File: config.mk
export PLATFORM = sky130hd
export DESIGN_NAME = wb_bus_arbiter
export DESIGN_NICKNAME = d
export VERILOG_FILES = /design/src/rtl/wb_arb_pkg.sv /design/src/rtl/wb_rr_arb2.sv /design/src/rtl/wb_bus_arbiter.sv
export SDC_FILE = /design/constraint.sdc
export NUM_CORES = 1
export LEC_CHECK = 0
export BUFFER_PORTS_ARGS = -buffer_cell sky130_fd_sc_hd__buf_2
export CAP_MARGIN = 10
export CORE_AREA = 4 4 124 126
export DETAILED_ROUTE_END_ITERATION = 7
export DIE_AREA = 0 0 128 130
export GPL_ROUTABILITY_DRIVEN = 0
export PLACE_DENSITY = 0.54
export SLEW_MARGIN = 20
export SYNTH_ARGS = -nofsm -noshare
export SYNTH_HDL_FRONTEND = slang
export SYNTH_SLANG_ARGS = --single-unit
File: constraint.sdc
create_clock -name CLK_I -period 2.08 [get_ports CLK_I]
set_clock_uncertainty 0.2 [all_clocks]
set_input_delay 0.208 -clock CLK_I [delete_from_list [all_inputs] [get_ports CLK_I]]
set_output_delay 0.208 -clock CLK_I [all_outputs]
set_load 0.005 [all_outputs]
File: src/rtl/wb_arb_pkg.sv
// Shared types for the two-master Wishbone arbiter: FSM states, master
// indices and the per-master request bundle.
package wb_arb_pkg;

   typedef enum logic [1:0] {
      IDLE = 2'd0,
      BUSY = 2'd1,
      TMO  = 2'd2
   } arb_state_e;

   localparam logic M_IF   = 1'b0;
   localparam logic M_DATA = 1'b1;

   localparam int WB_AW = 32;
   localparam int WB_DW = 32;

   typedef struct packed {
      logic               cyc;
      logic               stb;
      logic               we;
      logic [WB_AW-1:0]   adr;
      logic [WB_DW-1:0]   dat;
      logic [WB_DW/8-1:0] sel;
   } wb_req_t;

   function automatic logic [1:0] onehot2(input logic idx);
      logic [1:0] vec;
      vec = 2'b00;
      vec[idx] = 1'b1;
      return vec;
   endfunction

endpackage

File: src/rtl/wb_rr_arb2.sv
// Two-input round-robin picker; remembers who was granted last so that
// a tie goes to the other master.
module wb_rr_arb2 (
   input  logic       clk,
   input  logic       rst,
   input  logic [1:0] req,
   input  logic       grant_en,
   output logic       pick
);
   import wb_arb_pkg::*;

   logic last_grant_r;

   // A lone requester wins; on a tie the master not served last wins
   always_comb begin
      pick = M_IF;
      case (req)
         2'b01:   pick = M_IF;
         2'b10:   pick = M_DATA;
         2'b11:   pick = ~last_grant_r;
         default: pick = M_IF;
      endcase
   end

   // Reset to M_DATA so that the instruction port wins the first tie
   always_ff @(posedge clk) begin
      if (rst) begin
         last_grant_r <= M_DATA;
      end else if (grant_en) begin
         last_grant_r <= pick;
      end else begin
         last_grant_r <= last_grant_r;
      end
   end

endmodule

File: src/rtl/wb_bus_arbiter.sv
// Two-master / one-slave Wishbone arbiter with per-CYC bus lock, registered
// owner and a watchdog that ends stalled slave accesses with ERR.
module wb_bus_arbiter #(
   parameter int AW      = 32,
   parameter int DW      = 32,
   parameter int TIMEOUT = 16
) (
   input  logic            CLK_I,
   input  logic            RES_I,
   input  logic            M0_CYC_I,
   input  logic            M0_STB_I,
   input  logic            M0_WE_I,
   input  logic [AW-1:0]   M0_ADR_I,
   input  logic [DW-1:0]   M0_DAT_I,
   input  logic [DW/8-1:0] M0_SEL_I,
   output logic [DW-1:0]   M0_DAT_O,
   output logic            M0_ACK_O,
   output logic            M0_ERR_O,
   input  logic            M1_CYC_I,
   input  logic            M1_STB_I,
   input  logic            M1_WE_I,
   input  logic [AW-1:0]   M1_ADR_I,
   input  logic [DW-1:0]   M1_DAT_I,
   input  logic [DW/8-1:0] M1_SEL_I,
   output logic [DW-1:0]   M1_DAT_O,
   output logic            M1_ACK_O,
   output logic            M1_ERR_O,
   output logic            S_CYC_O,
   output logic            S_STB_O,
   output logic            S_WE_O,
   output logic [AW-1:0]   S_ADR_O,
   output logic [DW-1:0]   S_DAT_O,
   output logic [DW/8-1:0] S_SEL_O,
   input  logic [DW-1:0]   S_DAT_I,
   input  logic            S_ACK_I,
   input  logic            S_ERR_I,
   output logic [1:0]      GNT_O,
   output logic            TMO_O
);
   import wb_arb_pkg::*;

   localparam int SW = DW / 8;
   localparam int CW = (TIMEOUT > 1) ? $clog2(TIMEOUT) : 1;
   localparam logic [CW-1:0] CNT_LIM = CW'((TIMEOUT > 0) ? TIMEOUT - 1 : 0);

   arb_state_e    state_r;
   logic          owner_r;
   logic [1:0]    gnt_r;
   logic          tmo_r;
   logic [CW-1:0] cnt_r;

   wb_req_t       m0_req_s;
   wb_req_t       m1_req_s;
   wb_req_t       bus_req_s;
   logic          pick_s;
   logic          grant_en_s;
   logic          busy_s;
   logic          own_cyc_s;
   logic          stall_s;
   logic          fire_s;
   logic [1:0]    ack_s;
   logic [1:0]    err_s;

   assign m0_req_s = '{cyc: M0_CYC_I, stb: M0_STB_I, we: M0_WE_I,
                       adr: WB_AW'(M0_ADR_I), dat: WB_DW'(M0_DAT_I), sel: (WB_DW/8)'(M0_SEL_I)};
   assign m1_req_s = '{cyc: M1_CYC_I, stb: M1_STB_I, we: M1_WE_I,
                       adr: WB_AW'(M1_ADR_I), dat: WB_DW'(M1_DAT_I), sel: (WB_DW/8)'(M1_SEL_I)};

   assign busy_s     = (state_r == BUSY);
   assign grant_en_s = (state_r == IDLE) && (M0_CYC_I || M1_CYC_I);
   assign own_cyc_s  = (owner_r == M_DATA) ? M1_CYC_I : M0_CYC_I;

   wb_rr_arb2 u_rr (
      .clk      (CLK_I),
      .rst      (RES_I),
      .req      ({M1_CYC_I, M0_CYC_I}),
      .grant_en (grant_en_s),
      .pick     (pick_s)
   );

   // Slave side sees the owner only while BUSY; IDLE and TMO park the bus at zero
   always_comb begin
      bus_req_s = '0;
      if (!busy_s) begin
         bus_req_s = '0;
      end else if (owner_r == M_DATA) begin
         bus_req_s = m1_req_s;
      end else begin
         bus_req_s = m0_req_s;
      end
   end

   assign S_CYC_O = bus_req_s.cyc;
   assign S_STB_O = bus_req_s.stb;
   assign S_WE_O  = bus_req_s.we;
   assign S_ADR_O = AW'(bus_req_s.adr);
   assign S_DAT_O = DW'(bus_req_s.dat);
   assign S_SEL_O = SW'(bus_req_s.sel);

   // Termination routing; ACK and ERR pass untouched, even if both are set
   always_comb begin
      ack_s = 2'b00;
      err_s = 2'b00;
      if (RES_I) begin
         ack_s = 2'b00;
         err_s = 2'b00;
      end else if (busy_s) begin
         ack_s[owner_r] = S_ACK_I;
         err_s[owner_r] = S_ERR_I;
      end else if (state_r == TMO) begin
         err_s[owner_r] = 1'b1;
      end else begin
         ack_s = 2'b00;
         err_s = 2'b00;
      end
   end

   assign M0_ACK_O = ack_s[0];
   assign M0_ERR_O = err_s[0];
   assign M1_ACK_O = ack_s[1];
   assign M1_ERR_O = err_s[1];

   // Read data reaches the owner only; the other master sees zero
   always_comb begin
      M0_DAT_O = '0;
      M1_DAT_O = '0;
      if (busy_s && owner_r == M_DATA) begin
         M1_DAT_O = S_DAT_I;
      end else if (busy_s) begin
         M0_DAT_O = S_DAT_I;
      end else begin
         M0_DAT_O = '0;
         M1_DAT_O = '0;
      end
   end

   // A termination in the limit cycle wins over the watchdog
   assign stall_s = busy_s && bus_req_s.stb && !S_ACK_I && !S_ERR_I;
   assign fire_s  = (TIMEOUT > 0) && stall_s && (cnt_r == CNT_LIM);

   // Arbitration FSM with watchdog counter and registered grant/timeout flags
   always_ff @(posedge CLK_I) begin
      if (RES_I) begin
         state_r <= IDLE;
         owner_r <= M_IF;
         gnt_r   <= 2'b00;
         tmo_r   <= 1'b0;
         cnt_r   <= '0;
      end else begin
         case (state_r)
            IDLE: begin
               tmo_r <= 1'b0;
               cnt_r <= '0;
               if (grant_en_s) begin
                  state_r <= BUSY;
                  owner_r <= pick_s;
                  gnt_r   <= onehot2(pick_s);
               end else begin
                  state_r <= IDLE;
                  gnt_r   <= 2'b00;
               end
            end
            BUSY: begin
               if (!own_cyc_s) begin
                  state_r <= IDLE;
                  gnt_r   <= 2'b00;
                  tmo_r   <= 1'b0;
                  cnt_r   <= '0;
               end else if (fire_s) begin
                  state_r <= TMO;
                  tmo_r   <= 1'b1;
                  cnt_r   <= '0;
               end else begin
                  tmo_r <= 1'b0;
                  cnt_r <= stall_s ? cnt_r + 1'b1 : '0;
               end
            end
            TMO: begin
               tmo_r <= 1'b0;
               cnt_r <= '0;
               if (own_cyc_s) begin
                  state_r <= BUSY;
               end else begin
                  state_r <= IDLE;
                  gnt_r   <= 2'b00;
               end
            end
            default: begin
               state_r <= IDLE;
               gnt_r   <= 2'b00;
               tmo_r   <= 1'b0;
               cnt_r   <= '0;
            end
         endcase
      end
   end

   assign GNT_O = gnt_r;
   assign TMO_O = tmo_r;

endmodule

# Yosys cells after proc, flatten, opt, wreduce, memory -nomap -nowiden
# Cells that the tools add are included.
dict set report totals {
  ff_bits 11
  in_bits 178
}
dict set report classes {
  n_addsub 1
  n_lt_le_gt_ge 4
  n_eq_ne 7
  n_mux 25
  bitwise_logic 6
  n_reduce_logical 16
}
# cell n
set op_table {}
lappend op_table {{71-bit 2-to-1 mux} 2}
lappend op_table {{32-bit 2-to-1 mux} 3}
lappend op_table {{2-bit 2-to-1 mux} 9}
lappend op_table {{1-bit logical AND} 8}
lappend op_table {{2-bit equality test (second input constant)} 3}
lappend op_table {{1-bit 2-to-1 mux} 6}
lappend op_table {{2-bit one-hot mux with 3 select lines} 1}
lappend op_table {{5-bit OR reduction} 1}
lappend op_table {{4-bit by 1-bit adder with 4-bit output (second input constant)} 1}
lappend op_table {{2-bit AND} 2}
lappend op_table {{4-bit equality test (second input constant)} 1}
lappend op_table {{1-bit by 2-bit < comparator with 1-bit output (second input constant)} 2}
lappend op_table {{1-bit NOT} 4}
lappend op_table {{2-bit one-hot mux with 2 select lines} 1}
lappend op_table {{3-bit by 2-bit inequality test with 1-bit output (second input constant)} 1}
lappend op_table {{3-bit OR reduction} 1}
lappend op_table {{1-bit demux with 1-bit select} 2}
lappend op_table {{2-bit by 1-bit equality test with 1-bit output (second input constant)} 1}
lappend op_table {{1-bit >= comparator (second input constant)} 2}
lappend op_table {{1-bit zero test} 2}
lappend op_table {{2-bit zero test} 1}
lappend op_table {{2-bit inequality test (second input constant)} 1}
lappend op_table {{1-bit one-hot mux with 2 select lines} 1}
lappend op_table {{2-bit AND reduction} 1}
lappend op_table {{other kinds (2)} 2}

# Logic depth before layout (Yosys ltp)
dict set report logic_depth {
  ltp_word 9
  depth_mapped 7
  mapped_depth_nobuf 6
}

# Modules after synthesis
# A second synthesis with hierarchy kept.
dict set report unflattened {
  hier_cells 299
  area_unflattened_um2 2248.4
}
# module instances cells_each area_each_um2 seq_area_each_um2
set by_module_without_submodules {}
lappend by_module_without_submodules {wb_bus_arbiter 1 295 2205.9 200.2}
lappend by_module_without_submodules {wb_rr_arb2 1 4 42.5 20.0}

# Worst setup path before layout
# No wires, ideal clock.
dict set report synth_timing {
  kind {register to register}
  startpoint {register state_r[1]}
  endpoint {register state_r[1]}
  setup_ps 103
  t_arrival_ps 1561
  required_ps 1777
  path_slack_ps 216
  stages_incl_launch_ff 8
  n_path_buf 1
  period_less_slack_ps 1864
  path_cell_list {dfxtp_1 > inv_1 > ha_1 > buf_4 > or3b_4 > nor3_4 > nor2_1 > a2111oi_2}
}
dict set report synth_via {
  elab_chain_cells 7
  word_cells_on_any_way 10
}
# element line
set synth_rtl {}
lappend synth_rtl {{start, declared} wb_bus_arbiter.sv:46} ;# arb_state_e state_r;
lappend synth_rtl {{start signal, assigned} wb_bus_arbiter.sv:144} ;# state_r <= IDLE;
lappend synth_rtl {{start signal, assigned} wb_bus_arbiter.sv:155} ;# state_r <= BUSY;
lappend synth_rtl {{start signal, assigned} wb_bus_arbiter.sv:159} ;# state_r <= IDLE;
lappend synth_rtl {{2-bit by 1-bit equality test with 1-bit output} {wb_bus_arbiter.sv:69, wb_bus_arbiter.sv:150}}
lappend synth_rtl {{71-bit 2-to-1 mux} wb_bus_arbiter.sv:84} ;# if (!busy_s) begin
lappend synth_rtl {{1-bit logical AND (3 in series)} wb_bus_arbiter.sv:138} ;# assign stall_s = busy_s && bus_req_s.stb && !S_ACK_I && !S_ERR_I;
lappend synth_rtl {{1-bit logical AND} wb_bus_arbiter.sv:139} ;# assign fire_s = (TIMEOUT > 0) && stall_s && (cnt_r == CNT_LIM);
lappend synth_rtl {{3-bit by 2-bit inequality test with 1-bit output (no source line)} -}
# Parallel ways exist; a longest one is shown, timed or not.
# A chain may end at the register's enable or synchronous reset.

# Worst setup path after layout
dict set report layout_timing {
  startpoint {register owner_r}
  endpoint {output port S_DAT_O[27]}
}
dict set report layout_via {
  elab_chain_cells 2
}
# element line
set layout_rtl {}
lappend layout_rtl {{start, declared} wb_bus_arbiter.sv:47} ;# logic owner_r;
lappend layout_rtl {{start signal, assigned} wb_bus_arbiter.sv:156} ;# owner_r <= pick_s;
lappend layout_rtl {{71-bit 2-to-1 mux} wb_bus_arbiter.sv:86} ;# end else if (owner_r == M_DATA) begin
lappend layout_rtl {{71-bit 2-to-1 mux} wb_bus_arbiter.sv:84}
lappend layout_rtl {{end, declared} wb_bus_arbiter.sv:32} ;# output logic [DW-1:0] S_DAT_O,
# No other way between the ends.

==> flow_summary.yaml <==
critical_path:
  critPathCaptureType: "output pin"
  cp_max_fo: 20
  crit_type: "flip-flop to output pin"
  startpoint_type: "flip-flop"
  critPathArrivalTime_ps: 1590
  required_ps: 1670
detailed_routing:
  firstDrtPassIters: 4
  wirelength_um: 11200
  routedWlPerCell_um: 14.1
  viasPerCell: 4.04
  vias: 3201
  drc: 0
  detail-route-antenna-nets: 0
  drt-initial-drc-count: 88
run:
  drv_cap: 0
floorplanning:
  die_w_um: 128
  initial_core_util_pct: 15.7
  die_h_um: 130
  io_pins: 320
  core-area_sq_um: 14300
  placementRows: 44
  die_area_sq_um: 16600
synth:
  async_flop_share_pct: 0
  seq_area_frac_synth_pct: 9.77
  synth.distinct_cells: 34
  yosys_warnings: 0
  synthesis.area_sq_um: 2250
  synth_nets: 480
  ys_ff_latch: 11
  synth_area_per_cell_sq_um: 7.59
  synthCells: 297
  synth_edf_count: 0
  synth-main-ff-cell: "dfxtp_1"
placed_design:
  dp_cells: 787
  place_area_sq_um: 4130
  pre_cts_ws_ps: 183
  dpl.hpwl_um: 9340
  io_buffers: 319
clocking:
  cts-htree-levels: 1
  cts_hold_buf: 0
  cts_sinks: 11
  clk_latency_ps: 240
  cts_buffer_depth: 2
  cts_tree: "yes"
  clkSlewWorstSetupHoldPaths_ps: 40
  cts_root_buf: "clkbuf_16"
  cts_made_buffers: 3
  cts_setup_buffers: 0
grt:
  grt_pass1_vias: 2980
  gr-total-overflow: 0
  grt_max_degree: 61
  antenna_found_initial: 0
  grt_pass1_wl_um: 15200
  grt_usage_pct: 11.1
power:
  power.share.clock_pct: 23.0
  sw_frac_of_total_pct: 35.0
  peakVddDrop_mv: 0.397
  power_density_nw_per_um2: 357
  p_seq_share_pct: 15.6
  combinationalPowerShare_pct: 61.3
  p_int_uw: 993
  power.leakage_nw: 2.48
  p_sw_uw: 534
  totalPowerFinal_mw: 1.53
timing:
  fmax_mhz: 501
  rsz0062_at_grt: "no"
  post-route-period-util_pct: 96.0
  drv_slew: 0
  tns_ps: 0
  fin_ws_ps: 83.4
  finalSetupViolCount: 0
  worst_slew_margin_rel_pct: 76.0
  min_period_ps: 2000
  hold_viol_final: 0
  worstMarginPinSlew_ps: 360
finish:
  final_common_cell: "buf_2"
  fin_cells: 792
  layout.nets: 792
  design_area_sq_um: 4270
  drive_above_1_share_pct: 57.4
  final_cell_mix: "buf_2 (319), nor2b_1 (70), mux2i_1 (68)"
  n_antenna_cell: 0
  synthToLayoutAreaGrowth_pct: 89.6
outcome:
  outcome: "finished clean"
min_path:
  hold_class: "input pin to flip-flop"
-- per-layer routing --
layer	GRT usage (%)	wire (um)	vias up
met3	1.80	965	4
li1	-	-	1630
met5	0	0	-
met2	20.2	5670	158
met1	14.4	4540	1409
met4	0.749	17	0
-- cell usage after synthesis (2+ instances only) --
master    number  area [sq um]
nand3_1        4          20.0
nor2_1        10          37.5
ha_1           5          62.6
clkbuf_1      18          67.6
buf_2          8          40.0
nand2_1        5          18.8
inv_1          5          18.8
and3_1        32           200
mux2i_1       70           701
and2_1        32           200
dfxtp_1       11           220
nor2b_1       71           444
nor3b_1        2          15.0
a21oi_1        4          20.0
-- kinds of logic (layout without fill, tap and decap cells) --
group | count (synthesis) | after routing | share of synthesized area [%]
AOI/OAI and AO/OA | 10 | 10 | 3.33
xor gates and xnor gates | 2 | 2 | 0.777
and+or+nand+nor | 164 | 164 | 45.0
buffers and inverters | 33 | 344 | 6.11
adders and majority gates | 5 | 5 | 2.78
muxes | 72 | 72 | 32.2
DFF | 11 | 11 | 9.77
-- worst paths after layout --
kind                                 start           to  slack (ps)  depth (start not counted)
worst max-delay path               owner_r  S_DAT_O[27]          80                          5
worst min-delay path              M0_CYC_I     GNT_O[0]          90                          3
worst max register to register  state_r[1]   state_r[1]         140                          6
worst min register to register    cnt_r[0]     cnt_r[0]         240                          1
-- timing repair --
action,CTS,global route
gates cloned,0,1
setup endpoints to repair,3,35
resized for setup,1,8
-- power groups by stage --
stage	Clock (mW)	Combinational [mW]	Sequential (mW)
after floorplan	0	0.457	0.231
after global placement	0	0.914	0.241
after detailed placement	0	0.913	0.241
after global routing	0.375	1.03	0.241
final	0.351	0.936	0.239
after CTS	0.361	0.918	0.237
-- critical path, cell delays in order, from the launching register on --
cell and delay [ps]:
dfxtp_4 480, buf_12 220, buf_12 180, mux2i_2 250
nor2b_1 70, buf_2 130
-- registers in the layout, indices dropped and copies added, names as in the netlist --
name / cells
GNT_O: 2
TMO_O: 1
cnt_r: 4
owner_r: 1
state_r: 2
u_rr.last_grant_r: 1
-- cell type report --
class	instances	area [sq um]
inverter	5	18.8
clock buffer	4	78.8
fill	1570	10000
sequential	11	225
multi-input combinational	253	1920
tap	184	230
timing repair buffer	335	1800
-- through the flow --
step	hold WS (ps)	utilization (%)
2_1_floorplan	84.0	-
3_3_place_gp	227	28.9
3_5_place_dp	237	28.9
4_1_cts	95.8	29.4
5_1_grt	115	29.8
6_report	91.6	29.8
No activity file was read; power rests on OpenSTA's default activity.
